`src/rtl/mc_ctrl_fsm.sv`:
```
// Main control FSM for the multicycle MIPS datapath: decodes the opcode, sequences
// the datapath selects and write enables, stalls on mem_ready and counts retired instructions.
module mc_ctrl_fsm #(
  parameter int unsigned CNT_W = 32
) (
  input  logic             clk,
  input  logic             rst,
  input  logic [5:0]       opcode,
  input  logic             mem_ready,
  output logic             PCWrite,
  output logic             PCWriteCond,
  output logic             IorD,
  output logic             MemRead,
  output logic             MemWrite,
  output logic             IRWrite,
  output logic             MemtoReg,
  output logic             RegDst,
  output logic             RegWrite,
  output logic             ALUSrcA,
  output logic [1:0]       ALUSrcB,
  output logic [1:0]       ALUOp,
  output logic [1:0]       PCSource,
  output logic [3:0]       state,
  output logic             illegal,
  output logic [CNT_W-1:0] instr_cnt
);

  typedef enum logic [3:0] {
    StFetch    = 4'd0,
    StDecode   = 4'd1,
    StMemAddr  = 4'd2,
    StMemRead  = 4'd3,
    StMemWb    = 4'd4,
    StMemWrite = 4'd5,
    StExec     = 4'd6,
    StRWb      = 4'd7,
    StBranch   = 4'd8,
    StJump     = 4'd9,
    StAddiExec = 4'd10,
    StAddiWb   = 4'd11
  } state_e;

  localparam logic [5:0] OpRtype = 6'b000000;
  localparam logic [5:0] OpLw    = 6'b100011;
  localparam logic [5:0] OpSw    = 6'b101011;
  localparam logic [5:0] OpBeq   = 6'b000100;
  localparam logic [5:0] OpJ     = 6'b000010;
  localparam logic [5:0] OpAddi  = 6'b001000;

  state_e           state_q, state_d;
  logic [CNT_W-1:0] cnt_q, cnt_d;
  logic             illegal_q, illegal_d;
  logic             retire;
  logic             pc_write, pc_write_cond, mem_write, ir_write, reg_write;

  always_ff @(posedge clk or negedge rst) begin
    if (!rst) begin
      state_q   <= StFetch;
      cnt_q     <= '0;
      illegal_q <= 1'b0;
    end else begin
      state_q   <= state_d;
      cnt_q     <= cnt_d;
      illegal_q <= illegal_d;
    end
  end

  always_comb begin
    state_d       = state_q;
    illegal_d     = 1'b0;
    retire        = 1'b0;
    pc_write      = 1'b0;
    pc_write_cond = 1'b0;
    IorD          = 1'b0;
    MemRead       = 1'b0;
    mem_write     = 1'b0;
    ir_write      = 1'b0;
    MemtoReg      = 1'b0;
    RegDst        = 1'b0;
    reg_write     = 1'b0;
    ALUSrcA       = 1'b0;
    ALUSrcB       = 2'b00;
    ALUOp         = 2'b00;
    PCSource      = 2'b00;
    unique case (state_q)
      StFetch: begin
        MemRead  = 1'b1;
        ALUSrcB  = 2'b01;
        // PC and IR load only once the fetch completes, so a stall never double-writes
        ir_write = mem_ready;
        pc_write = mem_ready;
        if (mem_ready) state_d = StDecode;
      end
      StDecode: begin
        ALUSrcB = 2'b11;
        case (opcode)
          OpLw, OpSw: state_d = StMemAddr;
          OpRtype:    state_d = StExec;
          OpBeq:      state_d = StBranch;
          OpJ:        state_d = StJump;
          OpAddi:     state_d = StAddiExec;
          default: begin
            state_d   = StFetch;
            illegal_d = 1'b1;
          end
        endcase
      end
      StMemAddr: begin
        ALUSrcA = 1'b1;
        ALUSrcB = 2'b10;
        state_d = (opcode == OpLw) ? StMemRead : StMemWrite;
      end
      StMemRead: begin
        MemRead = 1'b1;
        IorD    = 1'b1;
        if (mem_ready) state_d = StMemWb;
      end
      StMemWb: begin
        reg_write = 1'b1;
        MemtoReg  = 1'b1;
        retire    = 1'b1;
        state_d   = StFetch;
      end
      StMemWrite: begin
        mem_write = 1'b1;
        IorD      = 1'b1;
        if (mem_ready) begin
          retire  = 1'b1;
          state_d = StFetch;
        end
      end
      StExec: begin
        ALUSrcA = 1'b1;
        ALUOp   = 2'b10;
        state_d = StRWb;
      end
      StRWb: begin
        reg_write = 1'b1;
        RegDst    = 1'b1;
        retire    = 1'b1;
        state_d   = StFetch;
      end
      StBranch: begin
        ALUSrcA       = 1'b1;
        ALUOp         = 2'b01;
        pc_write_cond = 1'b1;
        PCSource      = 2'b01;
        retire        = 1'b1;
        state_d       = StFetch;
      end
      StJump: begin
        pc_write = 1'b1;
        PCSource = 2'b10;
        retire   = 1'b1;
        state_d  = StFetch;
      end
      StAddiExec: begin
        ALUSrcA = 1'b1;
        ALUSrcB = 2'b10;
        state_d = StAddiWb;
      end
      StAddiWb: begin
        reg_write = 1'b1;
        retire    = 1'b1;
        state_d   = StFetch;
      end
      default: state_d = StFetch;
    endcase
    cnt_d = retire ? cnt_q + CNT_W'(1) : cnt_q;
  end

  // Write enables drop combinationally while reset is held
  assign PCWrite     = pc_write & rst;
  assign PCWriteCond = pc_write_cond & rst;
  assign MemWrite    = mem_write & rst;
  assign IRWrite     = ir_write & rst;
  assign RegWrite    = reg_write & rst;

  assign state     = state_q;
  assign illegal   = illegal_q;
  assign instr_cnt = cnt_q;

endmodule

```
`config.mk`:
```
export PLATFORM = sky130hd
export DESIGN_NAME = mc_ctrl_fsm
export DESIGN_NICKNAME = d
export VERILOG_FILES = /design/src/rtl/mc_ctrl_fsm.sv
export SDC_FILE = /design/constraint.sdc
export NUM_CORES = 1
export LEC_CHECK = 0
export BUFFER_PORTS_ARGS = -buffer_cell sky130_fd_sc_hd__clkbuf_2
export CORE_MARGIN = 2
export CORE_UTILIZATION = 51
export DETAILED_ROUTE_END_ITERATION = 12
export PLACE_DENSITY = 0.81
export RECOVER_POWER = 50
export SLEW_MARGIN = 10
export SYNTH_ARGS = -nofsm -noshare
export SYNTH_HDL_FRONTEND = slang
export SYNTH_SLANG_ARGS = --single-unit
```
`constraint.sdc`:
```
create_clock -name clk -period 2.4 [get_ports clk]
set_clock_uncertainty 0.1 [all_clocks]
set_input_delay 0.6 -clock clk [delete_from_list [all_inputs] [get_ports clk]]
set_output_delay 0.6 -clock clk [all_outputs]
set_load 0.01 [all_outputs]
```
## Word-level counts from Yosys, hierarchy flattened

Cells that the tools add are included.

- Bits in writable memories: 0
- ROM bits: 0
- Memories: 0
- Flip-flop bits (word level): 37
- Bits in latches: 0
- Output and inout port bits: 53
- Logic and storage cells: 62

- Order comparisons: 0
- Mux-type cells: 23
- $mul: 0
- Eq/ne operators: 19
- Div/mod/pow operators: 0
- Shift-type cells: 0
- Add/subtract/negate cells: 1
- Reductions and logical operators: 11
- Bitwise logic cells: 5

Operators by type and width:

| cell | number |
|---|---|
| 32-bit by 1-bit adder with 32-bit output, second input constant | 1 |
| 4-bit case mux with 7 select lines | 1 |
| 4-bit case mux with 5 select lines | 1 |
| 4-bit by 3-bit == test with 1-bit output, second input constant | 4 |
| 4-bit == test, second input constant | 4 |
| 6-bit == test, second input constant | 2 |
| 1-bit two-way mux | 12 |
| 4-bit two-way mux | 3 |
| 4-bit by 2-bit == test with 1-bit output, second input constant | 2 |
| 2-bit case mux with 2 select lines | 2 |
| 2-bit OR reduction | 4 |
| 6-bit by 2-bit == test with 1-bit output, second input constant | 1 |
| 6-bit by 3-bit == test with 1-bit output, second input constant | 1 |
| 6-bit by 4-bit == test with 1-bit output, second input constant | 1 |
| 6-bit logical NOT | 1 |
| 2-bit != test, second input constant | 3 |
| 2-bit case mux with 3 select lines | 1 |
| 6-bit OR reduction | 1 |
| 1-bit bitwise AND | 5 |
| 5-bit OR reduction | 1 |
| 4-bit by 1-bit == test with 1-bit output, second input constant | 1 |
| 4-bit logical NOT | 1 |
| 1-bit case mux with 2 select lines | 2 |
| 4-bit OR reduction | 1 |
| 3 further kinds | 3 |

## Depth between registers and ports, before layout

- Depth in word-level cells: 4
- Depth in mapped cells: 7
- Mapped depth without buffers: 5

## Least setup slack after synthesis

No wires, ideal clock.

- Kind: reg2reg
- From: reg state_q[1], in the netlist state[1]
- To: reg cnt_q[27], in the netlist instr_cnt[27]
- Arrival time: 2022 ps
- Cell stages (with the launch flop): 8
- Period minus slack after synthesis: 2247 ps
- Path buffers: 2
- Setup slack: 153 ps
- Required time: 2175 ps
- Setup time: 125 ps
- Path through: dfrtp_1 > clkbuf_2 > nor2b_4 > or4_1 > buf_2 > nor4_4 > nand4_1 > xnor2_1

- Longest elaborated chain between the ends: 3

Ends and longest elaborated chain:

| element | line | RTL |
|---|---|---|
| start, declared | 50 | `state_e state_q, state_d;` |
| start signal, assigned | 58 | `state_q <= StFetch;` |
| start signal, assigned | 62 | `state_q <= state_d;` |
| 4-bit == test / 4-bit by 3-bit == test with 1-bit output (equally long branches) | 85 | `unique case (state_q)` |
| 5-bit OR reduction (no source line) | - |  |
| 1-bit case mux with 2 select lines * | 85 |  |
| end signal, assigned | 63 | `cnt_q <= cnt_d;` |
| end, declared | 51 | `logic [CNT_W-1:0] cnt_q, cnt_d;` |

Every way passes the cells marked *; elsewhere a longest branch is shown, timed or not.
A chain may end at the register's enable or synchronous reset.

## Worst setup path in the final report

- From: reg state_q[2], in the netlist state[2]
- To: out PCWriteCond

- Longest elaborated chain between the ends: 3

Ends and longest elaborated chain:

| element | line | RTL |
|---|---|---|
| 4-bit == test | 85 |  |
| 1-bit two-way mux | 85 |  |
| 1-bit bitwise AND | 174 | `assign PCWriteCond = pc_write_cond & rst;` |
| end, declared | 11 | `output logic PCWriteCond,` |

No other way between the ends.

==> impl_metrics.toml <==
[route]
vias = 1875
drtAntennaViolNets = 0
via_per_inst = 5.55
wl_per_cell_um = 14.5
wirelength_mm = 4.89
first_iter_violations = 104
drc = 0
dr.pass1.iters = 4

[synth]
ys_seq_area_frac = 0.461
synth-main-ff-cell = "dfrtp_1"
netlist_area_um2 = 2010
synth-edff-count = 0
synth_seq_cells = 37
yosysWarningCount = 0
synthArstFlopShare = 1.00
netlist_instances = 216
syn-num-nets = 226
avgSynthCellArea_um2 = 9.30
yosys.cell_types.count = 35

[sta]
min_period_over_period = 0.950
setup_tns_ns = 0
finalHoldViolations = 0
min_period_ns = 2.28
max_slew_margin = 0.463
worst_pin_slew_ns = 0.806
rsz0062_at_grt = "false"
setup_viol_count_final = 0
max_clock_freq_ghz = 0.439
drv_slew = 0

[finish]
seq_area_um2 = 926
n_antenna_cell = 0
multi_input_area_um2 = 1050
final_core_util = 0.671
n_fill_cell = 327
area_growth_syn_to_layout_pct = 24.1
nets = 299
drive_above_1_share = 0.197

[clock_tree]
cts-buffers-inserted = 5
htreeDepth = 2
clk_latency_ns = 0.29
post_cts_buffers = 0
clock-root-buffer = "clkbuf_8"
clk_path_buf_depth = 2
clock_sinks = 37
path_clk_slew_ns = 0.07
cts_tree = "done"

[status]
run_status = "finished clean"

[floorplan]
die_width_um = 66.8
dieArea_um2 = 4460
rows = 22
die_y_um = 66.8
num_io_pins = 62
start_util = 0.540
core_area_um2 = 3720

[pwr]
p_per_area_nw_per_um2 = 570
finalPower_mw = 1.42
leakage_nw = 1.15
ir_worst_vdd_v = 0.000445

[critical_path]
cp_max_fo = 15
worstReg2RegStart = "state[1]"
path_class = "flop to primary output"
cp.arrival_ns = 1.58
required_ns = 1.70
start_kind = "flop"
crit_start = "state[2]"
end_kind = "primary output"

[global_routing]
grt-ovfl-total = 0
track_usage = 0.241
grt_pass1_vias = 1690
grt_max_degree = 34
grt_antenna_before_repair = 0
grt_first_pass_wirelength_mm = 7.94

[placement]
hpwl_mm = 3.65
port_buffers = 61
gp_congestion = 0.823

[min_path]
hold_path.class = "input port to asynchronous set/reset pin"

[flow_run]
maxCapViolCount = 0
## worst max-delay path, stage by stage, from the launching register on
cell,delay [ns]
dfrtp_1,0.39
buf_4,0.19
nand2b_1,0.26
nor3_2,0.18
and2_1,0.14
clkbuf_2,0.13
## final timing paths
path | endpoint | slack, ns | cells after the start
min in group clk | instr_cnt[31] | 0.38 | 1
setup / recovery | PCWriteCond | 0.12 | 5
max in group asynchronous | instr_cnt[8] | 1.18 | 2
setup reg to reg | instr_cnt[31] | 0.17 | 6
hold / removal | state[2] | 0.28 | 2
hold reg to reg | instr_cnt[31] | 0.38 | 1
## where the power goes
group          total, mW  switching [mW]  internal, mW  leakage [nW]
Combinational      0.275           0.167         0.108         0.614
Sequential         0.723          0.0539         0.669         0.495
Clock              0.424           0.223         0.200        0.0439
Total               1.42           0.444         0.977          1.15
## cells in the mapped netlist (2+ instances only)
| library cell | n | area (µm²) |
|---|---|---|
| dfrtp_1 | 37 | 926 |
| nand3b_1 | 2 | 15.0 |
| nand4_1 | 8 | 50.1 |
| xor2_1 | 10 | 87.6 |
| nand3_1 | 14 | 70.1 |
| xnor2_1 | 23 | 201 |
| inv_1 | 5 | 18.8 |
| clkbuf_1 | 4 | 15.0 |
| and4_1 | 3 | 26.3 |
| nand2b_1 | 5 | 31.3 |
| a21oi_1 | 4 | 20.0 |
| o21ai_0 | 5 | 25.0 |
| or3_1 | 4 | 25.0 |
| nor2_1 | 22 | 82.6 |
| nor3_1 | 16 | 80.1 |
| nand2_1 | 21 | 78.8 |
| and2_1 | 2 | 12.5 |
| o211ai_1 | 2 | 15.0 |
| a31oi_1 | 2 | 12.5 |
| nor4_1 | 3 | 18.8 |
| or4_1 | 3 | 22.5 |
| and3_1 | 8 | 50.1 |
## flip-flops by register name, summed over array words and instances (netlist names)
name       flops
instr_cnt     32
state          4
illegal        1
## cells in the final DEF, fill, tap and decap left out, types with 2 or more instances in the layout
| master | count |
|---|---|
| a21oi_1 | 4 |
| a31oi_1 | 2 |
| and2_1 | 2 |
| and3_1 | 8 |
| and4_1 | 3 |
| buf_4 | 9 |
| clkbuf_1 | 28 |
| clkbuf_2 | 35 |
| clkbuf_8 | 5 |
| clkinv_2 | 2 |
| dfrtp_1 | 37 |
| inv_1 | 5 |
| nand2_1 | 21 |
| nand2b_1 | 5 |
| nand3_1 | 14 |
| nand3b_1 | 2 |
| nand4_1 | 8 |
| nor2_1 | 22 |
| nor3_1 | 13 |
| nor3_2 | 3 |
| nor4_1 | 3 |
| o211ai_1 | 2 |
| o21ai_0 | 5 |
| or3_1 | 4 |
| or4_1 | 3 |
| xnor2_1 | 23 |
| xor2_1 | 10 |
## metrics by stage
stage          instances  area (µm²)  setup slack (ns)  hold slack (ns)
3_5_place_dp         330        2430            0.0996            0.366
4_1_cts              338        2520            0.0653            0.160
5_1_grt              338        2490            0.0177            0.307
2_1_floorplan        216        2010             0.153            0.204
3_3_place_gp         330        2430             0.148            0.362
6_report             338        2490             0.120            0.280
## final cells by class
type | count | area share
clock buffer | 5 | 0.0276
clock inverter | 3 | 0.00703
inverter | 5 | 0.00753
multi-input combinational | 168 | 0.423
sequential | 37 | 0.371
tap | 48 | 0.0241
timing repair buffer | 72 | 0.140
## per-layer routing
layer | wire (µm) | share of wire | up-vias | global-route usage
met3 | 300 | 0.061 | 4 | 0.0574
met2 | 2400 | 0.49 | 62 | 0.389
met5 | 0 | 0 | - | 0
met1 | 2140 | 0.44 | 901 | 0.321
met4 | 44 | 0.0090 | 0 | 0.0714
li1 | - | - | 908 | -
## repair_timing
action / CTS / global route
gates resized for setup: 0 / 3
hold buffers: 0 / 0
setup endpoints to repair: 0 / 3
## kinds of logic after synthesis
family / Yosys count / share of synthesized area
compound gates: 18 / 0.0567
simple gates: 116 / 0.310
xor+xnor: 33 / 0.144
fa+ha+maj: 1 / 0.00623
flops: 37 / 0.461
buf+inv: 11 / 0.0218
Power figures use the tool's default switching activity.
